==> src/rtl/atmega_spi_s_if.sv <==
// Register-bus interface for the SPI slave: CPU-side
// address/strobe/data plus interrupt request and acknowledge.
interface atmega_spi_s_if #(
  parameter int BUS_ADDR_DATA_LEN = 8
);
  logic [BUS_ADDR_DATA_LEN-1:0] addr_dat;
  logic                         wr_dat;
  logic                         rd_dat;
  logic [7:0]                   bus_dat_in;
  logic [7:0]                   bus_dat_out;
  logic                         int_out;
  logic                         int_rst;

  modport master (
    output addr_dat, wr_dat, rd_dat,
    output bus_dat_in, int_rst,
    input  bus_dat_out, int_out
  );

  modport slave (
    input  addr_dat, wr_dat, rd_dat,
    input  bus_dat_in, int_rst,
    output bus_dat_out, int_out
  );
endinterface

==> src/rtl/atmega_spi_s.sv <==
// ATmega-style SPI slave: SPCR/SPSR/SPDR window on bus (slave
// modport), sck/ss_n/mosi synchronised in, miso/miso_oe out.
// clk, rst (async active-low), io_connect = SPCR.SPE.
// ATMEGA_SPI_S_OVERRUN_EN adds SPSR.OVR (overrun flag).
module atmega_spi_s #(
  parameter int BUS_ADDR_DATA_LEN = 8,
  parameter logic [BUS_ADDR_DATA_LEN-1:0] SPCR_ADDR = 'h20,
  parameter logic [BUS_ADDR_DATA_LEN-1:0] SPSR_ADDR = 'h21,
  parameter logic [BUS_ADDR_DATA_LEN-1:0] SPDR_ADDR = 'h22,
  parameter int SYNC_STAGES = 2
) (
  input  logic clk,
  input  logic rst,
  atmega_spi_s_if.slave bus,
  output logic io_connect,
  input  logic sck,
  input  logic ss_n,
  input  logic mosi,
  output logic miso,
  output logic miso_oe
);

  typedef enum logic {IDLE, ACTIVE} state_t;

  state_t state_q, state_d;

  logic [SYNC_STAGES-1:0] sck_q, ss_q, mosi_q;
  logic sck_d, ss_d;
  logic [7:0] spcr, rx_buf, tx_hold;
  logic [7:0] tx_shift, rx_shift;
  logic [2:0] bit_cnt;
  logic spif, wcol, ovr;

  logic sck_s, ss_s, mosi_s;
  logic sck_rise, sck_fall, ss_rise, ss_fall;
  logic spie, en, dord, mstr, cpol, cpha;
  logic lead, trail, go, stop, run;
  logic smp, sft, done;
  logic spcr_wr, spdr_wr, spsr_rd;
  logic spdr_ok, wcol_set, clr;
  logic [7:0] rx_next, tx_next;

  assign spie = spcr[7];
  assign en   = spcr[6];
  assign dord = spcr[5];
  assign mstr = spcr[4];
  assign cpol = spcr[3];
  assign cpha = spcr[2];

  assign sck_s  = sck_q[SYNC_STAGES-1];
  assign ss_s   = ss_q[SYNC_STAGES-1];
  assign mosi_s = mosi_q[SYNC_STAGES-1];

  always_ff @(posedge clk or negedge rst) begin
    if (!rst) begin
      sck_q  <= '0;
      ss_q   <= '1;
      mosi_q <= '0;
      sck_d  <= 1'b0;
      ss_d   <= 1'b1;
    end else begin
      sck_q  <= {sck_q[SYNC_STAGES-2:0], sck};
      ss_q   <= {ss_q[SYNC_STAGES-2:0], ss_n};
      mosi_q <= {mosi_q[SYNC_STAGES-2:0], mosi};
      sck_d  <= sck_s;
      ss_d   <= ss_s;
    end
  end

  assign sck_rise = sck_s & ~sck_d;
  assign sck_fall = ~sck_s & sck_d;
  assign ss_rise  = ss_s & ~ss_d;
  assign ss_fall  = ~ss_s & ss_d;

  assign lead  = cpol ? sck_fall : sck_rise;
  assign trail = cpol ? sck_rise : sck_fall;

  always_ff @(posedge clk or negedge rst) begin
    if (!rst) state_q <= IDLE;
    else      state_q <= state_d;
  end

  always_comb begin
    state_d = state_q;
    unique case (state_q)
      IDLE:
        if (ss_fall && en && !mstr)
          state_d = ACTIVE;
      ACTIVE:
        if (ss_rise || !en)
          state_d = IDLE;
      default: state_d = IDLE;
    endcase
  end

  assign go   = (state_q == IDLE) &&
                (state_d == ACTIVE);
  assign stop = (state_q == ACTIVE) &&
                (state_d == IDLE);
  assign run  = (state_q == ACTIVE) && !stop;

  // bit_cnt==0 marks "between bytes": the trail after the 8th
  // sample (CPHA=0) and the first lead (CPHA=1) must not shift.
  assign smp  = run && (cpha ? trail : lead);
  assign sft  = run && (cpha ? lead : trail) &&
                (bit_cnt != 3'd0);
  assign done = smp && (bit_cnt == 3'd7);

  assign rx_next = dord ? {mosi_s, rx_shift[7:1]}
                        : {rx_shift[6:0], mosi_s};
  assign tx_next = dord ? {1'b1, tx_shift[7:1]}
                        : {tx_shift[6:0], 1'b1};

  assign spcr_wr = bus.wr_dat &&
                   (bus.addr_dat == SPCR_ADDR);
  assign spdr_wr = bus.wr_dat &&
                   (bus.addr_dat == SPDR_ADDR);
  assign spsr_rd = bus.rd_dat &&
                   (bus.addr_dat == SPSR_ADDR);

  assign spdr_ok  = (state_q == IDLE) ||
                    ((bit_cnt == 3'd0) && (sck_s == sck_d));
  assign wcol_set = spdr_wr && !spdr_ok;
  assign clr      = bus.int_rst || spsr_rd;

  always_ff @(posedge clk or negedge rst) begin
    if (!rst) begin
      spcr     <= '0;
      rx_buf   <= '0;
      tx_hold  <= '0;
      tx_shift <= '0;
      rx_shift <= '0;
      bit_cnt  <= '0;
    end else begin
      if (spcr_wr) spcr <= bus.bus_dat_in;
      if (state_q == IDLE) begin
        bit_cnt <= '0;
        if (go) begin
          tx_shift <= tx_hold;
          rx_shift <= '0;
        end
      end else if (stop) begin
        bit_cnt  <= '0;
        rx_shift <= '0;
      end else if (smp) begin
        rx_shift <= rx_next;
        if (done) begin
          rx_buf   <= rx_next;
          bit_cnt  <= '0;
          tx_shift <= tx_hold;
        end else begin
          bit_cnt <= bit_cnt + 3'd1;
        end
      end else if (sft) begin
        tx_shift <= tx_next;
      end
      // An accepted write between bytes goes straight to
      // the shifter so the next byte carries it.
      if (spdr_wr && spdr_ok) begin
        tx_hold <= bus.bus_dat_in;
        if (state_q == ACTIVE || go)
          tx_shift <= bus.bus_dat_in;
      end
    end
  end

  always_ff @(posedge clk or negedge rst) begin
    if (!rst) begin
      spif <= 1'b0;
      wcol <= 1'b0;
    end else begin
      if (done)     spif <= 1'b1;
      else if (clr) spif <= 1'b0;
      if (wcol_set)     wcol <= 1'b1;
      else if (spsr_rd) wcol <= 1'b0;
    end
  end

`ifdef ATMEGA_SPI_S_OVERRUN_EN
  always_ff @(posedge clk or negedge rst) begin
    if (!rst)             ovr <= 1'b0;
    else if (done && spif) ovr <= 1'b1;
    else if (clr)          ovr <= 1'b0;
  end
`else
  assign ovr = 1'b0;
`endif

  always_comb begin
    bus.bus_dat_out = '0;
    if (bus.rd_dat) begin
      if (bus.addr_dat == SPCR_ADDR)
        bus.bus_dat_out = spcr;
      else if (bus.addr_dat == SPSR_ADDR)
        bus.bus_dat_out = {spif, wcol, ovr, 5'b0};
      else if (bus.addr_dat == SPDR_ADDR)
        bus.bus_dat_out = rx_buf;
    end
  end

  assign bus.int_out = spif & spie;
  assign io_connect  = en;
  assign miso_oe     = en & ~mstr & ~ss_s;
  assign miso        = miso_oe ?
                       (dord ? tx_shift[0] : tx_shift[7]) :
                       1'b1;

endmodule
==> src/flat_wrapper.sv <==
// flat-port wrapper written by rule: the top's interface ports become plain ports
module atmega_spi_s_flat 
#(
  parameter int BUS_ADDR_DATA_LEN = 8,
  parameter logic [BUS_ADDR_DATA_LEN-1:0] SPCR_ADDR = 'h20,
  parameter logic [BUS_ADDR_DATA_LEN-1:0] SPSR_ADDR = 'h21,
  parameter logic [BUS_ADDR_DATA_LEN-1:0] SPDR_ADDR = 'h22,
  parameter int SYNC_STAGES = 2
)
  (clk, rst, io_connect, sck, ss_n, mosi, miso, miso_oe, bus_addr_dat, bus_wr_dat, bus_rd_dat, bus_bus_dat_in, bus_int_rst, bus_bus_dat_out, bus_int_out);
  atmega_spi_s_if #(.BUS_ADDR_DATA_LEN(BUS_ADDR_DATA_LEN)) bus_i ();
  input  logic clk;
  input  logic rst;
  output logic io_connect;
  input  logic sck;
  input  logic ss_n;
  input  logic mosi;
  output logic miso;
  output logic miso_oe;
  input wire logic [$bits(bus_i.addr_dat)-1:0] bus_addr_dat;
  input wire logic [$bits(bus_i.wr_dat)-1:0] bus_wr_dat;
  input wire logic [$bits(bus_i.rd_dat)-1:0] bus_rd_dat;
  input wire logic [$bits(bus_i.bus_dat_in)-1:0] bus_bus_dat_in;
  input wire logic [$bits(bus_i.int_rst)-1:0] bus_int_rst;
  output wire logic [$bits(bus_i.bus_dat_out)-1:0] bus_bus_dat_out;
  output wire logic [$bits(bus_i.int_out)-1:0] bus_int_out;
  assign bus_i.addr_dat = bus_addr_dat;
  assign bus_i.wr_dat = bus_wr_dat;
  assign bus_i.rd_dat = bus_rd_dat;
  assign bus_i.bus_dat_in = bus_bus_dat_in;
  assign bus_i.int_rst = bus_int_rst;
  assign bus_bus_dat_out = bus_i.bus_dat_out;
  assign bus_int_out = bus_i.int_out;
  atmega_spi_s #(.BUS_ADDR_DATA_LEN(BUS_ADDR_DATA_LEN), .SPCR_ADDR(SPCR_ADDR), .SPSR_ADDR(SPSR_ADDR), .SPDR_ADDR(SPDR_ADDR), .SYNC_STAGES(SYNC_STAGES)) u_core (.clk(clk), .rst(rst), .bus(bus_i), .io_connect(io_connect), .sck(sck), .ss_n(ss_n), .mosi(mosi), .miso(miso), .miso_oe(miso_oe));
endmodule
==> config.mk <==
export PLATFORM = sky130hd
export DESIGN_NAME = atmega_spi_s_flat
export DESIGN_NICKNAME = d
export VERILOG_FILES = /design/src/rtl/atmega_spi_s_if.sv /design/src/rtl/atmega_spi_s.sv /design/src/flat_wrapper.sv
export SDC_FILE = /design/constraint.sdc
export NUM_CORES = 1
export LEC_CHECK = 0
export CAP_MARGIN = 0
export CORE_ASPECT_RATIO = 0.8
export CORE_MARGIN = 1
export CORE_UTILIZATION = 30
export CTS_BUF_LIST = sky130_fd_sc_hd__clkbuf_2 sky130_fd_sc_hd__clkbuf_4 sky130_fd_sc_hd__clkbuf_8
export DETAILED_ROUTE_END_ITERATION = 6
export PLACE_DENSITY_LB_ADDON = 0.25
export SETUP_SLACK_MARGIN = 0.3
export SYNTH_ARGS = -nofsm -noshare
export SYNTH_HDL_FRONTEND = slang
export SYNTH_SLANG_ARGS = --single-unit
export TNS_END_PERCENT = 20
==> constraint.sdc <==
create_clock -name clk -period 4.56 [get_ports clk]
set_input_delay 0.684 -clock clk [delete_from_list [all_inputs] [get_ports clk]]
set_output_delay 0.684 -clock clk [all_outputs]
set_load 0.05 [all_outputs]
# ---- After elaboration in Yosys (flattened, before gate mapping)
# Index checks and enable logic that the tools add are counted.
dict set report word_totals {
  word_cells 101
  output_inout_bits 12
  ff_bits 54
  input_bits 24
}
dict set report op_classes {
  mux 35
  bitwise 15
  addsub 1
  eq_ne 6
  reduce_logical 30
}
# operator count
set op_table {}
lappend op_table {{2-to-1 mux 8 bit} 18}
lappend op_table {{equality test 8 x 6 -> 1 bit (second input constant)} 3}
lappend op_table {{logical AND 1 bit} 15}
lappend op_table {{2-to-1 mux 1 bit} 12}
lappend op_table {{2-to-1 mux 3 bit} 4}
lappend op_table {{NOT 1 bit} 8}
lappend op_table {{bitwise AND 1 bit} 7}
lappend op_table {{nonzero test 2 bit} 3}
lappend op_table {{zero test 1 bit} 4}
lappend op_table {{logical OR 1 bit} 4}
lappend op_table {{AND reduction 4 bit} 1}
lappend op_table {{adder 3 x 1 -> 3 bit (second input constant)} 1}
lappend op_table {{equality test 3 bit (second input constant)} 1}
lappend op_table {{zero test 3 bit} 1}
lappend op_table {{!= test 3 bit (second input constant)} 1}
lappend op_table {{nonzero test 3 bit} 1}
lappend op_table {{case mux 1 bit (2 select lines)} 1}
lappend op_table {{AND reduction 2 bit} 1}
lappend op_table {{equality test 1 bit} 1}

# ---- Depth between registers and ports, before layout
dict set report depth {
  depth_word 18
  mapped_depth 9
  mapped_depth_nobuf 7
}

# ---- Least setup slack after synthesis
# No wires, ideal clock.
dict set report synth_path {
  kind {register to output}
  start {reg u_core.spcr[6]}
  end {out miso}
  t_arrival_ns 2.826
  t_required_ns 3.876
  path_buffers 0
  path_stages_with_launch 3
  slack_ns 1.050
  cell_sequence {dfrtp_1 -> nor3b_1 -> nand2_1}
}
dict set report synth_via {
  elab_chain_len 3
}
# item line_no
set synth_lines {}
lappend synth_lines {{start: declaration} atmega_spi_s.sv:29} ;# logic [7:0] spcr, rx_buf, tx_hold;
lappend synth_lines {{start signal: assignment} atmega_spi_s.sv:135} ;# if (spcr_wr) spcr <= bus.bus_dat_in;
lappend synth_lines {{bitwise AND 1 bit (2 in a row)} atmega_spi_s.sv:203} ;# assign miso_oe = en & ~mstr & ~ss_s;
lappend synth_lines {{via miso_oe} flat_wrapper.sv:19} ;# output logic miso_oe;
lappend synth_lines {{2-to-1 mux 1 bit} atmega_spi_s.sv:204} ;# assign miso = miso_oe ?
lappend synth_lines {{end: declaration} flat_wrapper.sv:18} ;# output logic miso;
# The timed path passes the listed nets, and every way through them passes these cells.

# ---- Final worst setup path
dict set report layout_path {
  start {in bus_addr_dat[4]}
  end {out bus_bus_dat_out[4]}
}
dict set report layout_via {
  elab_chain_len 5
  word_cells_on_any_way 7
  cone_classes {eq/ne (3); mux (4)}
}
# item line_no
set layout_lines {}
lappend layout_lines {{start: declaration} flat_wrapper.sv:20} ;# input wire logic [$bits(bus_i.addr_dat)-1:0] bus_addr_dat;
lappend layout_lines {{equality test 8 x 6 -> 1 bit} atmega_spi_s.sv:196} ;# else if (bus.addr_dat == SPDR_ADDR)
lappend layout_lines {{2-to-1 mux 8 bit} atmega_spi_s.sv:196}
lappend layout_lines {{2-to-1 mux 8 bit} atmega_spi_s.sv:194} ;# else if (bus.addr_dat == SPSR_ADDR)
lappend layout_lines {{2-to-1 mux 8 bit *} atmega_spi_s.sv:192} ;# if (bus.addr_dat == SPCR_ADDR)
lappend layout_lines {{2-to-1 mux 8 bit *} atmega_spi_s.sv:191} ;# if (bus.rd_dat) begin
lappend layout_lines {{end: declaration} flat_wrapper.sv:25} ;# output wire logic [$bits(bus_i.bus_dat_out)-1:0] bus_bus_dat_out;
# Mark *: on every way between the ends. The rest lies on a longest branch, timed or not.

==> impl_metrics.json <==
{
  "synth_top_family_by_area": "simple AND/OR/NAND/NOR gates",
  "maxCapViolations": 0,
  "grt_setup_unrepaired": "no",
  "synth_area_um2": 2760,
  "max_freq_ghz": 0.250,
  "die_area_um2": 9580,
  "antenna_found_initial": 0,
  "setup_violations": 0,
  "ant_nets": 0,
  "end_kind": "primary output",
  "fp.dieH_um": 87.7,
  "cts_sinks": 54,
  "status": "finished clean",
  "core_um2": 8710,
  "synth_fa_ha_area_share_pct": 2.27,
  "hp-class": "flip-flop to flip-flop",
  "rows": 30,
  "cp_max_fo": 6,
  "cp_slowest_cell": "clkdlybuf4s50_1",
  "clkTransAtPathRegs_ns": 0.09,
  "fin_tns_setup_ns": 0,
  "grt_pass1_wl_um": 10600,
  "cp.depth": 7,
  "syn2layout_area_growth_pct": 20.0,
  "p_total_uw": 986,
  "maxSlewViolCount": 0,
  "wl_um": 6320,
  "crit_type": "input pin to primary output",
  "clock_path_buffers": 2,
  "ir_drop_mv": 0.129,
  "avgSynthCellArea_um2": 10.5,
  "grt_pass1_vias": 1955,
  "synth-seq-cells": 54,
  "slew_headroom_pct": 43.3,
  "drt_iter0_markers": 126,
  "grt_max_degree": 55,
  "crit_path_cell_trace": "clkdlybuf4s50_1 > or4b_4 > nor3_1 > nand2_1 > or2_2 > nor2_1 > clkdlybuf4s50_1",
  "powerDensity_nw_per_um2": 298,
  "crit_buf_inv": 2,
  "period_share_pct": 87.6,
  "yosysTopAreaCellShare_pct": 46.3,
  "vias_per_cell": 5.01,
  "synth_ff_type": "dfrtp_1",
  "yosys.area_share.simple_pct": 16.9,
  "crit_path_frequent_cell": "clkdlybuf4s50_1",
  "layout_commonest_cell": "dfrtp_1",
  "p_leak_uw": 0.00139,
  "grt-ovfl-total": 0,
  "cts_tree": "built",
  "post-route-util_pct": 38.0,
  "diodes": 0,
  "gp_congestion": 0.744,
  "worstSetupStartpointType": "input pin",
  "wl_per_cell_um": 15.6,
  "synth_xor_area_share_pct": 0.318,
  "yosysWarningCount": 0,
  "dr.pass1.iters": 4,
  "post-place-cells": 397,
  "clock_latency_ns": 0.31,
  "nets": 321,
  "die_width_um": 109,
  "synthMuxAreaShare_pct": 16.0,
  "drive_gt1_share_pct": 14.0,
  "syn-instance-count": 262,
  "yosysSeqAreaShare_pct": 49.2,
  "worstRegToRegCells": 6,
  "dp_hpwl_um": 4430,
  "syn_nets": 291,
  "cts_buffers": 5,
  "hold_viol": 0,
  "postCtsHoldBufs": 0,
  "grt_use_total_pct": 14.5,
  "worst_pin_slew_ns": 0.849,
  "cts-root-buf": "clkbuf_8",
  "hold_depth": 0,
  "post_cts_buffers": 0,
  "cpPeakStageDelay_ns": 0.81,
  "htree_levels": 2,
  "yosysTopAreaCell": "dfrtp_1",
  "io_buffers": 35,
  "ios": 36,
  "arrival_ns": 3.31,
  "start_util_pct": 31.7,
  "via_count": 2031,
  "final_cells": 405,
  "postSynth.asyncResetShare_pct": 100,
  "drc": 0,
  "synth_compound_area_share_pct": 12.3,
  "finalClockSkew_ns": 0.0125,
  "mostFrequentLayoutCells": "dfrtp_1 (51), clkdlybuf4s50_1 (34), nand2_1 (32)",
  "synth_cell_type_count": 36,
  "synth_edf_count": 0,
  "critPathRequiredTime_ns": 3.88,
  "period_needed_ns": 3.99,
  "synthTopCellsByArea": "dfrtp_1 (46%), mux2i_1 (9.1%), mux2_2 (6.9%)",
  "cpLargestDelayFamily": "simple AND/OR/NAND/NOR gates",
  "cts_resized": 0
}
[routing by layer]
metal	GRT usage (%)	routed length, um	part of all wire, %
met2	21.2	2600	41
met4	2.95	34	0.54
met1	22.2	3330	53
met3	2.75	362	5.7
met5	0	0	0
[power breakdown]
group	internal (uW)	switching, uW
combinational	59.4	57.3
sequential	510	33.4
clock	170	156
total	740	247
[path summary, 6_finish.rpt]
check                                  start                 end  slack (ns)
min reg2reg                  u_core.sck_q[0]     u_core.sck_q[1]        0.36
max reg2reg                u_core.bit_cnt[0]  u_core.tx_shift[6]        2.02
min                          u_core.sck_q[0]     u_core.sck_q[1]        0.36
max                          bus_addr_dat[4]  bus_bus_dat_out[4]        0.57
min in group asynchronous                rst    u_core.mosi_q[0]        0.49
max in group asynchronous                rst      u_core.spcr[5]        3.59
[cell families (layout without fill, tap and decap cells)]
kind of cell,after synthesis,after routing
simple gates,89,89
mux,42,42
flops,54,54
buf+inv,20,51
compound gates,51,51
xor+xnor,1,1
fa+ha+maj,5,5
[metrics by stage]
step | instance area, um2 | setup slack [ns] | hold slack (ns)
after global placement | 3190 | 0.614 | 0.334
after detailed placement | 3190 | 0.564 | 0.339
after CTS | 3310 | 0.555 | 0.361
final | 3310 | 0.567 | 0.356
after floorplan | 2760 | 1.05 | 0.331
after global routing | 3310 | 0.383 | 0.365
[synth_stat cells (6+ instances only)]
| cell type | instances |
|---|---|
| a21oi_1 | 6 |
| a31oi_1 | 7 |
| a41oi_1 | 9 |
| dfrtp_1 | 51 |
| inv_1 | 6 |
| mux2_2 | 17 |
| mux2i_1 | 25 |
| nand2_1 | 32 |
| nand3_1 | 10 |
| nor2_1 | 23 |
| o21ai_0 | 19 |
| o221ai_1 | 8 |
[flip-flops by register name (all words and copies together) (netlist names)]
register / flops
u_core.bit_cnt: 3
u_core.mosi_q: 2
u_core.rx_buf: 8
u_core.rx_shift: 8
u_core.sck_d: 1
u_core.sck_q: 2
u_core.spcr: 8
u_core.spif: 1
u_core.ss_d: 1
u_core.ss_q: 2
u_core.state_q: 1
u_core.tx_hold: 8
u_core.tx_shift: 8
u_core.wcol: 1
[cell type report]
cell class	instances	area, um2
Clock inverter	2	37.5
Multi-Input combinational cell	188	1320
Clock buffer	6	76.3
Tap cell	112	140
Timing Repair Buffer	37	360
Fill cell	872	5400
Sequential cell	54	1360
Inverter	6	22.5
No activity file was read; power rests on OpenSTA's default activity.
